### src/rtl/mips_seq_pkg.sv
// Shared types and constants for the MIPS multi-cycle sequencer.
package mips_seq_pkg;

    localparam int unsigned PC_W    = 32;
    localparam int unsigned INSTR_W = 32;
    localparam int unsigned INDEX_W = 26;
    localparam int unsigned OP_W    = 6;
    localparam int unsigned WAIT_W  = 16;

    localparam logic [OP_W-1:0] OP_HALT = 6'b111111;

    typedef enum logic [2:0] {
        ST_IDLE   = 3'd0,
        ST_FETCH  = 3'd1,
        ST_DECODE = 3'd2,
        ST_EXEC   = 3'd3,
        ST_MEM    = 3'd4,
        ST_WB     = 3'd5,
        ST_HALT   = 3'd6,
        ST_ERR    = 3'd7
    } state_e;

endpackage

### src/rtl/mips_pc_next.sv
// Combinational next-PC select: jump target, taken branch, or sequential pc+4.
module mips_pc_next
    import mips_seq_pkg::*;
(
    input  logic [PC_W-1:0]    pc_plus4,
    input  logic [PC_W-1:0]    imm32,
    input  logic [INDEX_W-1:0] instr_index,
    input  logic               jump,
    input  logic               take_branch,
    output logic [PC_W-1:0]    pc_next_c
);

    // Jump wins over branch; branch offset is word-scaled and wraps at 2^32.
    always_comb begin
        pc_next_c = pc_plus4;
        if (jump) begin
            pc_next_c = {pc_plus4[PC_W-1:PC_W-4], instr_index, 2'b00};
        end else if (take_branch) begin
            pc_next_c = pc_plus4 + (imm32 << 2);
        end
    end

endmodule

### src/rtl/mips_seq_ctrl.sv
// Top-level multi-cycle control FSM: fetch, decode, execute, memory, write-back.
// Optional memory-ack timeout to an ERR state is built when SEQ_TIMEOUT_EN is defined.
module mips_seq_ctrl
    import mips_seq_pkg::*;
#(
    parameter logic [PC_W-1:0] RESET_PC = 32'h0000_0000
`ifdef SEQ_TIMEOUT_EN
    ,
    parameter int unsigned TIMEOUT_CYCLES = 16
`endif
) (
    input  logic               clk,
    input  logic               rst_n,
    input  logic               start,
    output logic               imem_req,
    output logic [PC_W-1:0]    imem_addr,
    input  logic [INSTR_W-1:0] imem_rdata,
    input  logic               imem_ack,
    output logic [INSTR_W-1:0] instr,
    input  logic               branch,
    input  logic               jump,
    input  logic               mem_read,
    input  logic               mem_write,
    input  logic               reg_write,
    input  logic               zero,
    input  logic [PC_W-1:0]    imm32,
    input  logic [INDEX_W-1:0] instr_index,
    output logic               dmem_req,
    output logic               dmem_we,
    input  logic               dmem_ack,
    output logic               reg_we,
    output logic [PC_W-1:0]    pc,
    output logic [2:0]         state,
    output logic               halted,
    output logic [31:0]        retired
);

    state_e             state_q, state_d;
    logic [PC_W-1:0]    pc_q, pc_d;
    logic [PC_W-1:0]    pc_plus4_q, pc_plus4_d;
    logic [INSTR_W-1:0] instr_q, instr_d;
    logic               take_branch_q, take_branch_d;
    logic [31:0]        retired_q, retired_d;
    logic               imem_req_q, imem_req_d;
    logic               dmem_req_q, dmem_req_d;
    logic               dmem_we_q, dmem_we_d;
    logic               reg_we_q, reg_we_d;
    logic               halted_q, halted_d;
    logic [PC_W-1:0]    pc_next_c;
`ifdef SEQ_TIMEOUT_EN
    logic [WAIT_W-1:0]  wait_q, wait_d;
`endif

    mips_pc_next u_pc_next (
        .pc_plus4    (pc_plus4_q),
        .imm32       (imm32),
        .instr_index (instr_index),
        .jump        (jump),
        .take_branch (take_branch_q),
        .pc_next_c   (pc_next_c)
    );

    always_ff @(posedge clk or negedge rst_n) begin
        if (!rst_n) begin
            state_q       <= ST_IDLE;
            pc_q          <= RESET_PC;
            pc_plus4_q    <= '0;
            instr_q       <= '0;
            take_branch_q <= 1'b0;
            retired_q     <= '0;
            imem_req_q    <= 1'b0;
            dmem_req_q    <= 1'b0;
            dmem_we_q     <= 1'b0;
            reg_we_q      <= 1'b0;
            halted_q      <= 1'b0;
`ifdef SEQ_TIMEOUT_EN
            wait_q        <= '0;
`endif
        end else begin
            state_q       <= state_d;
            pc_q          <= pc_d;
            pc_plus4_q    <= pc_plus4_d;
            instr_q       <= instr_d;
            take_branch_q <= take_branch_d;
            retired_q     <= retired_d;
            imem_req_q    <= imem_req_d;
            dmem_req_q    <= dmem_req_d;
            dmem_we_q     <= dmem_we_d;
            reg_we_q      <= reg_we_d;
            halted_q      <= halted_d;
`ifdef SEQ_TIMEOUT_EN
            wait_q        <= wait_d;
`endif
        end
    end

    always_comb begin
        state_d       = state_q;
        pc_d          = pc_q;
        pc_plus4_d    = pc_plus4_q;
        instr_d       = instr_q;
        take_branch_d = take_branch_q;
        retired_d     = retired_q;
`ifdef SEQ_TIMEOUT_EN
        wait_d        = wait_q;
`endif

        case (state_q)
            ST_IDLE: begin
                if (start) state_d = ST_FETCH;
            end
            ST_FETCH: begin
                if (imem_ack) begin
                    instr_d    = imem_rdata;
                    pc_plus4_d = pc_q + PC_W'(4);
                    state_d    = ST_DECODE;
                end
`ifdef SEQ_TIMEOUT_EN
                else if (wait_q == WAIT_W'(TIMEOUT_CYCLES - 1)) state_d = ST_ERR;
                else wait_d = wait_q + WAIT_W'(1);
`endif
            end
            ST_DECODE: begin
                state_d = (instr_q[INSTR_W-1:INSTR_W-OP_W] == OP_HALT) ? ST_HALT : ST_EXEC;
            end
            ST_EXEC: begin
                take_branch_d = branch & zero;
                state_d       = (mem_read | mem_write) ? ST_MEM : ST_WB;
            end
            ST_MEM: begin
                if (dmem_ack) state_d = ST_WB;
`ifdef SEQ_TIMEOUT_EN
                else if (wait_q == WAIT_W'(TIMEOUT_CYCLES - 1)) state_d = ST_ERR;
                else wait_d = wait_q + WAIT_W'(1);
`endif
            end
            ST_WB: begin
                pc_d      = pc_next_c;
                retired_d = retired_q + 32'd1;
                state_d   = ST_FETCH;
            end
            ST_HALT: state_d = ST_HALT;
`ifdef SEQ_TIMEOUT_EN
            ST_ERR:  state_d = ST_ERR;
`endif
            default: state_d = ST_IDLE;
        endcase

`ifdef SEQ_TIMEOUT_EN
        // Fresh wait budget on every entry into a memory-wait state.
        if ((state_d != state_q) && (state_d == ST_FETCH || state_d == ST_MEM)) begin
            wait_d = '0;
        end
`endif

        // Moore outputs registered from the next state so they align with state_q.
        imem_req_d = (state_d == ST_FETCH);
        dmem_req_d = (state_d == ST_MEM);
        dmem_we_d  = (state_d == ST_MEM) & mem_write;
        reg_we_d   = (state_d == ST_WB) & reg_write;
        halted_d   = (state_d == ST_HALT) || (state_d == ST_ERR);
    end

    assign state     = state_q;
    assign pc        = pc_q;
    assign imem_addr = pc_q;
    assign instr     = instr_q;
    assign retired   = retired_q;
    assign imem_req  = imem_req_q;
    assign dmem_req  = dmem_req_q;
    assign dmem_we   = dmem_we_q;
    assign reg_we    = reg_we_q;
    assign halted    = halted_q;

endmodule
### config.mk
export PLATFORM = sky130hd
export DESIGN_NAME = mips_seq_ctrl
export DESIGN_NICKNAME = d
export VERILOG_FILES = /design/src/rtl/mips_seq_pkg.sv /design/src/rtl/mips_pc_next.sv /design/src/rtl/mips_seq_ctrl.sv
export SDC_FILE = /design/constraint.sdc
export NUM_CORES = 1
export LEC_CHECK = 0
export CAP_MARGIN = 20
export CORE_UTILIZATION = 50
export CTS_BUF_LIST = sky130_fd_sc_hd__clkbuf_2
export DETAILED_ROUTE_END_ITERATION = 6
export GPL_ROUTABILITY_DRIVEN = 0
export MAX_ROUTING_LAYER = met4
export PLACE_DENSITY = 0.84
export SLEW_MARGIN = 5
export SYNTH_ARGS = -nofsm -noshare
export SYNTH_HDL_FRONTEND = slang
export SYNTH_SLANG_ARGS = --single-unit
### constraint.sdc
create_clock -name clk -period 5.5 [get_ports clk]
set_input_delay 1.1 -clock clk [delete_from_list [all_inputs] [get_ports clk]]
set_output_delay 1.1 -clock clk [all_outputs]
set_load 0.01 [all_outputs]
; ---- Word-level counts from Yosys, hierarchy flattened
; Cells that the tools add are included.
[totals]
output_inout_bits = 136
word_cells = 41
register_bits = 137
[op_classes]
n_reduce_logical = 3
add_sub_neg = 3
eq_ne = 12
n_bitwise = 4
n_mux = 8
[op_table]
columns = operator, count
row1 = $mux W32, 2
row2 = $add A32 B1 Y32 const B, 1
row3 = $add A32 B3 Y32 const B, 1
row4 = $add A32 B32 Y32, 1
row5 = $eq A3 B3 Y1 const B, 7
row6 = $pmux W3 S7, 1
row7 = $mux W3, 4
row8 = $eq A3 B1 Y1 const B, 2
row9 = $eq A3 B2 Y1 const B, 2
row10 = $eq A6 B6 Y1 const B, 1
row11 = $and A1 B1 Y1, 3
row12 = $logic_not A3 Y1, 1
row13 = $reduce_and A2 Y1, 1
row14 = $logic_or A1 B1 Y1, 1
row15 = $mux W1, 1
row16 = $or A1 B1 Y1, 1

; ---- Longest topological paths before layout
; Gate-level depths: netlist of the first run.
[logic_depth]
ltp_word = 5
mapped_depth = 11
ltp_nobuf = 11

; ---- By module
; From an unflattened synthesis of the first run, not the netlist that was laid out.
[unflattened]
cells_unflattened = 970
hier_area_um2 = 8406.8
[by_module_without_submodules]
columns = mod, n_inst, area_each_um2, cells_each, seq_area_each_um2
row1 = mips_seq_ctrl, 1, 6207.2, 646, 3428.3
row2 = mips_pc_next, 1, 2199.6, 324, 0.0

; ---- Worst setup path before layout of the first run
; OpenSTA, ideal clock, no wires.
[synth_path]
path_kind = input to register
start = input imm32[0]
end = register pc_q[30], in the netlist imem_addr[30]
path_slack_ns = 1.927
arrival_ns = 3.497
t_required_ns = 5.424
cell_stages = 11
path_cell_list = ha_1 > fa_1 > a211oi_1 > o21ai_2 > a31oi_2 > a21oi_2 > a311oi_4 > o21ai_2 > nand4_1 > mux2_2 > o21ai_1
[synth_between]
elab_chain_cells = 3
[synth_rtl]
columns = item, line
row1 = from (decl), mips_seq_ctrl.sv:26  ; input logic [PC_W-1:0] imm32,
row2 = $add A32 B32 Y32, mips_pc_next.sv:19  ; pc_next_c = pc_plus4 + (imm32 << 2);
row3 = $mux W32, mips_pc_next.sv:18  ; end else if (take_branch) begin
row4 = $mux W32, mips_pc_next.sv:16  ; if (jump) begin
row5 = to (signal assigned), mips_seq_ctrl.sv:81  ; pc_q <= pc_d;
row6 = to (decl), mips_seq_ctrl.sv:39  ; logic [PC_W-1:0] pc_q, pc_d;
; Every way passes these cells.
; A chain may end at the register's enable or synchronous reset.

; ---- Worst setup path in the final report of the first run
; Ends and elaborated chain as after synthesis.

==> summary.txt, run 1 <==
STA
  • WHS: 0.4190 ns
  • Setup ws final: 1.945 ns
  • Slew HR: 39.99%
  • RSZ-0062 raised after global routing: false
  • Final Hold Viols: 0
  • Fmax: 0.2813 GHz
  • Slew @ Worst Pin: 0.9002 ns
  • Final Cycle Share: 64.64%
  • Setup TNS: 0 ns
  • Final Critical Period: 3.555 ns
  • Setup violations, final: 0
  • Slew Viols, Final: 0
  • Worst Skew: 0.02843 ns

Worst setup path
  • Slowest stage delay, CP: 0.43 ns
  • Crit path required time: 6.10 ns
  • Arrival @ worst endpoint: 4.16 ns
  • Worst Path Max Fanout: 3
  • CP Class: input pin to register
  • Startpoint Class: input pin
  • Slowest CP cell: fa_1
  • Cell mode on critical path: o21ai_2
  • Crit-path cells: clkdlybuf4s50_1, ha_1, fa_1, a211oi_1, o21ai_2, a31oi_2, a21oi_2, a311oi_4, o21ai_2, nand4_1, mux2_2, o21ai_1
  • Worst Setup End Kind: register

Routing
  • DRT Pass-1 Iters: 5
  • DR DRC count: 0
  • Routed WL: 20.71 mm
  • Drt initial violations: 454
  • Met1 WL: 9.030 mm
  • Top routing layer in use: met4
  • Mean number of vias per cell: 5.570
  • Wire length per cell: 16.82 um
  • DR WL met2: 10.06 mm
  • Antenna Nets Post-Route: 0
  • Vias: 6857
  • Met3 wire length: 1.306 mm

Yosys
  • Net Count, Synth: 944
  • Post-synth EDFFs: 0
  • Main synth FF type: dfrtp_1
  • Post-Syn Instances: 811
  • Mapped Area: 7919 um^2
  • Sequential element share of the synthesized area: 43.29%
  • Syn_area_per_cell: 9.764 um^2
  • Register bit count reported by yosys: 137
  • Syn. warnings: 0
  • Cell variety after synth: 64
  • Async S/R FF share, synth: 100.0%

Pwr
  • Worst vdd ir: 372.6 uV
  • Pwr Density: 511.9 nW/um^2
  • Leak pwr: 4.327 nW

Die
  • Row cnt: 45
  • Die W: 127.8 um
  • Die Y-Extent: 127.8 um
  • IO Pins: 237
  • CORE AREA: 15310 um^2
  • Initial Utilization: 51.71%
  • Die area: 16340 um^2

CTS
  • Post-CTS Setup Bufs: 0
  • Post_cts resized: 0
  • CTS Hold Buffers Added: 0
  • Num CTS Buffers: 17
  • Sink Count: 137
  • Root Buffer: clkbuf_2
  • Clk Latency, worst-skew pair: 0.67 ns
  • Htree depth: 4
  • Clock buffer depth: 2
  • CTS tree: yes
  • Worst-path clk slew: 0.22 ns

Placed design
  • DP Worst Slack: 1.256 ns
  • DP Cell Count: 1200
  • Buffers on Ports: 234
  • Detailed placer's ending HPWL: 14.78 mm

Layout
  • Post-route insts no fill: 1231
  • N_diodes: 0
  • Fin nets: 1141
  • Area growth, synth to finish: 32.01%
  • Layout cell share with drive strength beyond 1: 9.314%

Worst hold path
  • Worst hold path type: input pin to asynchronous set/reset pin

Job
  • Maxcap violations: 0

Global routing
  • Initial antenna violation count: 0
  • Largest net degree at the start of global routing: 85
  • Vias in the first global route: 6525
  • Total grt overflow: 0
  • Global-route usage over all layers: 26.76%
  • First-pass GRT wire length: 33.02 mm

Run status
  • Status: finished clean
[cell usage after synthesis (2+ instances only)]
cell / instances / area, um^2
o21a_1: 4 / 30.03
nand2_1: 72 / 270.3
a21oi_2: 3 / 26.28
nor2b_1: 6 / 37.54
o22ai_1: 3 / 18.77
dfrtp_1: 137 / 3428
and2_1: 3 / 18.77
xnor2_1: 43 / 376.6
and3_1: 19 / 118.9
o21ai_1: 5 / 25.02
xor2_1: 41 / 359.1
and4_1: 5 / 43.79
nand2b_1: 7 / 43.79
buf_1: 7 / 26.28
inv_1: 11 / 41.29
o211ai_1: 2 / 15.01
nand3_1: 27 / 135.1
ha_1: 31 / 387.9
nand3b_1: 7 / 52.55
mux2i_1: 17 / 170.2
o21ai_2: 2 / 17.52
buf_4: 32 / 240.2
clkbuf_1: 19 / 71.32
o31ai_1: 2 / 15.01
nand4_1: 17 / 106.4
or3_1: 4 / 25.02
a21oi_1: 72 / 360.4
nor3_1: 4 / 20.02
o21ai_0: 43 / 215.2
a21o_1: 11 / 82.58
nor2_1: 70 / 262.8
a31oi_1: 9 / 56.30
a211oi_1: 5 / 37.54
mux2_2: 38 / 427.9
buf_2: 3 / 15.01
o41ai_1: 2 / 17.52
[kinds of logic (layout without fill, tap and decap cells)]
family / count (synthesis) / after routing / share of synthesized area (%)
fa+ha+maj: 32 / 32 / 5.151
buf+inv: 74 / 283 / 5.167
xor+xnor: 84 / 84 / 9.290
simple gates: 248 / 248 / 15.20
flops: 137 / 137 / 43.29
compound gates: 181 / 181 / 14.35
mux: 55 / 55 / 7.552
[final timing paths]
path | cells past startpoint | start | slack [ns] | end
max | 12 | imm32[0] | 1.95 | imem_addr[30]
min | 1 | rst_n | 0.42 | pc_plus4_q[2]
max in group asynchronous | 2 | rst_n | 3.87 | take_branch_q
min in group clk | 1 | retired[16] | 0.51 | retired[16]
min reg2reg | 1 | retired[16] | 0.51 | retired[16]
max reg2reg | 11 | pc_plus4_q[2] | 2.33 | imem_addr[30]
[state kept, by name (all words and copies together), names as in the netlist, 3 cells and up]
register / cells
imem_addr: 32
instr: 32
pc_plus4_q: 32
retired: 32
state: 3
[worst max-delay path, delay by kind of cell]
kind | cells | cell delay, ns
AOI/OAI and AO/OA | 7 | 1.57
adders and majority gates | 2 | 0.65
muxes | 1 | 0.33
and+or+nand+nor | 1 | 0.11
buffers and inverters | 1 | 0.41
[metrics by stage]
step | power [mW] | utilization, % | cell area (um^2)
global route | 5.727 | 68.26 | 10450
floorplan | 3.615 | - | 7919
detailed placement | 4.718 | 66.66 | 10210
finish | 5.351 | 68.26 | 10450
global placement | 4.650 | 66.66 | 10210
CTS | 5.366 | 68.26 | 10450
[routing by layer]
metal	up-vias	global-route usage (%)
met1	3332	34.02
met3	28	6.219
met2	263	42.87
met4	0	7.474
met5	-	-
li1	3234	-
[cells in the final DEF, fill, tap and decap left out, types with 4 or more instances in the layout]
cell type        count
nand2_1             72
xnor2_1             43
nor3_1               4
ha_1                31
nand3_1             27
a21o_1              11
mux2_2              38
xor2_1              41
or3_1                4
nand3b_1             7
nor2b_1              6
nand2b_1             7
dfrtp_1            137
nor2_1              70
nand4_1             17
o21ai_0             43
a21oi_1             72
mux2i_1             17
clkbuf_2            18
a211oi_1             5
and3_1              19
clkdlybuf4s50_1    232
and4_1               5
buf_4                6
inv_1               11
o21a_1               4
o21ai_1              5
clkinv_2             4
a31oi_1              9
[report_power, final]
part           switching [mW]  internal, mW
Sequential              0.437          1.38
Combinational            1.37          1.53
Clock                   0.384         0.249
[area by class of cell]
| type | instances | area [um^2] |
|---|---|---|
| clock buffers | 18 | 90.09 |
| well taps | 211 | 264.0 |
| flip-flops and latches | 137 | 3428 |
| multi-input cells | 600 | 4088 |
| inverters | 12 | 45.04 |
| fillers | 1215 | 4861 |
| clock inverters | 13 | 155.1 |
| repair buffers | 240 | 2384 |
Power figures use the tool's default switching activity.
==> run 2: changes to the inputs <==
CORE_UTILIZATION = 44   (was 50)
PLACE_DENSITY = 0.78   (was 0.84)
clock period = 3.1 ns   (was 5.5 ns; I/O delays follow)
==> run 2 against run 1 <==
  * Count of clock-buffer cells in the layout down 1
  * Sequential power up 76%
  * Routed wire length up 6.0%
  * Clock power up 69%
  * Setup slack worse by 1.8 ns
  * Final cell count up 5.8%
  * Largest cell class unchanged
  * Highest routed layer unchanged
==> summary.txt, run 2 (synthesized netlist as in run 1, its figures left out) <==
Placed design
  • Detailed placer's ending HPWL: 16.34 mm (was 14.78 mm)
  • DP Cell Count: 1269 (was 1200)
  • Buffers on Ports: 234 (unchanged)
  • DP Worst Slack: -0.5000 ns (was 1.256 ns)

Routing
  • Routed WL: 21.96 mm (was 20.71 mm)
  • Wire length per cell: 16.87 um (was 16.82 um)
  • Vias: 7011 (was 6857)
  • Drt initial violations: 433 (was 454)
  • Mean number of vias per cell: 5.385 (was 5.570)
  • DRT Pass-1 Iters: 5 (unchanged)
  • DR DRC count: 0 (unchanged)
  • Antenna Nets Post-Route: 0 (unchanged)

Die
  • IO Pins: 237 (unchanged)
  • Die area: 18540 um^2 (was 16340 um^2)
  • Die Y-Extent: 136.2 um (was 127.8 um)
  • Row cnt: 48 (was 45)
  • Initial Utilization: 45.47% (was 51.71%)
  • Die W: 136.2 um (was 127.8 um)
  • CORE AREA: 17420 um^2 (was 15310 um^2)

CTS
  • Sink Count: 137 (unchanged)
  • Post_cts resized: 0 (unchanged)
  • Num CTS Buffers: 17 (unchanged)
  • Htree depth: 4 (unchanged)
  • Clock buffer depth: 2 (unchanged)
  • Root Buffer: clkbuf_2 (unchanged)
  • Worst-path clk slew: 0.23 ns (was 0.22 ns)
  • CTS tree: yes (unchanged)
  • Clk Latency, worst-skew pair: 0.73 ns (was 0.67 ns)

Worst setup path
  • Slowest stage delay, CP: 0.46 ns (was 0.43 ns)
  • Crit path required time: 3.74 ns (was 6.10 ns)
  • Slowest CP cell: dfrtp_1 (was fa_1)
  • CP Class: register to register (was input pin to register)
  • Reg2Reg Setup Slack: 0.14 ns (was 2.33 ns)
  • Worst Path Max Fanout: 3 (unchanged)
  • Startpoint Class: register (was input pin)
  • Crit-path cells: ha_1, fa_1, a211oi_1, buf_4, o21ai_2, a31oi_2, a21oi_2, a311oi_4, o21ai_2, nand4_1, mux2_2, o21ai_1 (was clkdlybuf4s50_1, ha_1, fa_1, a211oi_1, o21ai_2, a31oi_2, a21oi_2, a311oi_4, o21ai_2, nand4_1, mux2_2, o21ai_1)
  • Arrival @ worst endpoint: 3.60 ns (was 4.16 ns)
  • Reg2reg start: pc_plus4_q[2] (unchanged)
  • Worst Setup End Kind: register (unchanged)
  • Crit path launch: pc_plus4_q[2] (was imm32[0])
  • Cell mode on critical path: o21ai_2 (unchanged)

STA
  • Final Critical Period: 2.961 ns
  • Final Cycle Share: 95.50%
  • Slew Viols, Final: 0 (unchanged)
  • Setup ws final: 0.1394 ns (was 1.945 ns)
  • Final Hold Viols: 0 (unchanged)
  • RSZ-0062 raised after global routing: false (unchanged)
  • Slew @ Worst Pin: 0.6518 ns (was 0.9002 ns)
  • Setup violations, final: 0 (unchanged)
  • Worst Skew: 0.04372 ns (was 0.02843 ns)
  • Fmax: 0.3378 GHz
  • Slew HR: 56.55% (was 39.99%)

Global routing
  • Global-route usage over all layers: 25.36% (was 26.76%)
  • Largest net degree at the start of global routing: 65 (was 85)
  • Total grt overflow: 0 (unchanged)
  • First-pass GRT wire length: 35.10 mm (was 33.02 mm)
  • Initial antenna violation count: 0 (unchanged)
  • Vias in the first global route: 6926 (was 6525)

Run status
  • Status: finished clean (unchanged)

Layout
  • Area growth, synth to finish: 38.00% (was 32.01%)
  • Filler Cells Inserted: 1491 (was 1215)
  • Post-route insts no fill: 1302 (was 1231)
  • Fin nets: 1197 (was 1141)
  • N_diodes: 0 (unchanged)
  • Most common cell after layout, fill and taps aside: clkdlybuf4s50_1 (unchanged)
  • Most frequent cells in the layout: clkdlybuf4s50_1 (232), dfrtp_1 (137), a21oi_1 (72), nand2_1 (72), nor2_1 (70) (unchanged)
  • Layout cell share with drive strength beyond 1: 14.11% (was 9.314%)

Pwr
  • Sw Pwr: 4.163 mW (was 2.192 mW)
  • Leak pwr: 4.609 nW (was 4.327 nW)
  • Cell Int Power: 5.789 mW (was 3.159 mW)
  • Gate power share: 57.1% (was 54.1%)
  • Seq pwr share: 32.2% (was 34.0%)
  • Clk pwr share: 10.7% (was 11.8%)
  • Worst vdd ir: 491.1 uV (was 372.6 uV)
  • Power, Total: 9.952 mW (was 5.351 mW)
  • Switching part of the total: 41.83% (was 40.96%)
  • Pwr Density: 910.7 nW/um^2 (was 511.9 nW/um^2)

Job
  • Maxcap violations: 0 (unchanged)

Worst hold path
  • Worst hold path startpoint: reg_write
  • Worst hold path type: input pin to register (was input pin to asynchronous set/reset pin)
==> run 2: cell count changes in the layout (fill, tap and decap cells not counted), moves of 2 or more <==
cell,delta
clkinv_2,-3
clkinv_8,+2
bufinv_16,-3
buf_12,+3
inv_6,+3
inv_8,+6
buf_4,+52
==> run 2: path summary, 6_finish.rpt <==
| path | depth (start not counted) | end |
|---|---|---|
| min | 3 | reg_we |
| max | 12 | imem_addr[30] |
| max reg2reg | 12 | imem_addr[30] |
| min reg2reg | 1 | retired[31] |
| min in group asynchronous | 2 | pc_plus4_q[21] |
| max in group asynchronous | 3 | retired[28] |
==> run 2: through the flow <==
step / cell area (um^2) / hold WS (ns) / util [%] / setup TNS (ns)
2_1_floorplan: 7919 / 0.3244 / - / 0
3_3_place_gp: 10680 / 0.4627 / 61.30 / -4.253
3_5_place_dp: 10680 / 0.4719 / 61.30 / -4.642
6_report: 10930 / 0.3876 / 62.74 / 0
4_1_cts: 10930 / 0.2900 / 62.74 / 0
5_1_grt: 10930 / 0.3067 / 62.74 / 0
==> run 2: layout make-up <==
class                      instances  area (um^2)  share of cell area, %
inverter                          12        45.04                 0.4122
multi-input combinational        600         4088                  37.41
clock inverter                    15        156.4                  1.431
sequential                       137         3428                  31.37
tap                              225        281.5                  2.576
timing repair buffer             296         2844                  26.02
clock buffer                      17        85.08                 0.7786
==> run 2: worst max-delay path, delay by kind of cell (launching register included) <==
kind            cells  cell delay [ns]
compound gates      7             1.24
fa+ha+maj           2             0.62
simple gates        1             0.11
flops               1             0.46
mux                 1             0.33
buf+inv             1             0.15
==> run 2: layer usage <==
| metal | wire [um] | global-route usage, % | vias up | part of all wire [%] |
|---|---|---|---|---|
| met1 | 9372 | 31.92 | 3371 | 43 |
| li1 | - | - | 3347 | - |
| met5 | 0 | - | - | 0 |
| met3 | 1575 | 5.854 | 30 | 7.2 |
| met4 | 474 | 8.827 | 0 | 2.2 |
| met2 | 10540 | 39.90 | 263 | 48 |
==> run 2: what timing repair did <==
action,4_1_cts,5_1_grt
setup buffers,0,0
hold buffers,1,0
endpoints found under the hold margin,61,0
setup endpoints to repair,0,1
==> run 2: power by group through the flow <==
stage	clock network [mW]	registers, mW	logic [mW]
after floorplan	0	3.25	3.16
after global placement	0	3.21	5.57
after detailed placement	0	3.24	5.67
after CTS	1.11	3.20	5.71
after global routing	1.19	3.31	6.21
final	1.07	3.20	5.68
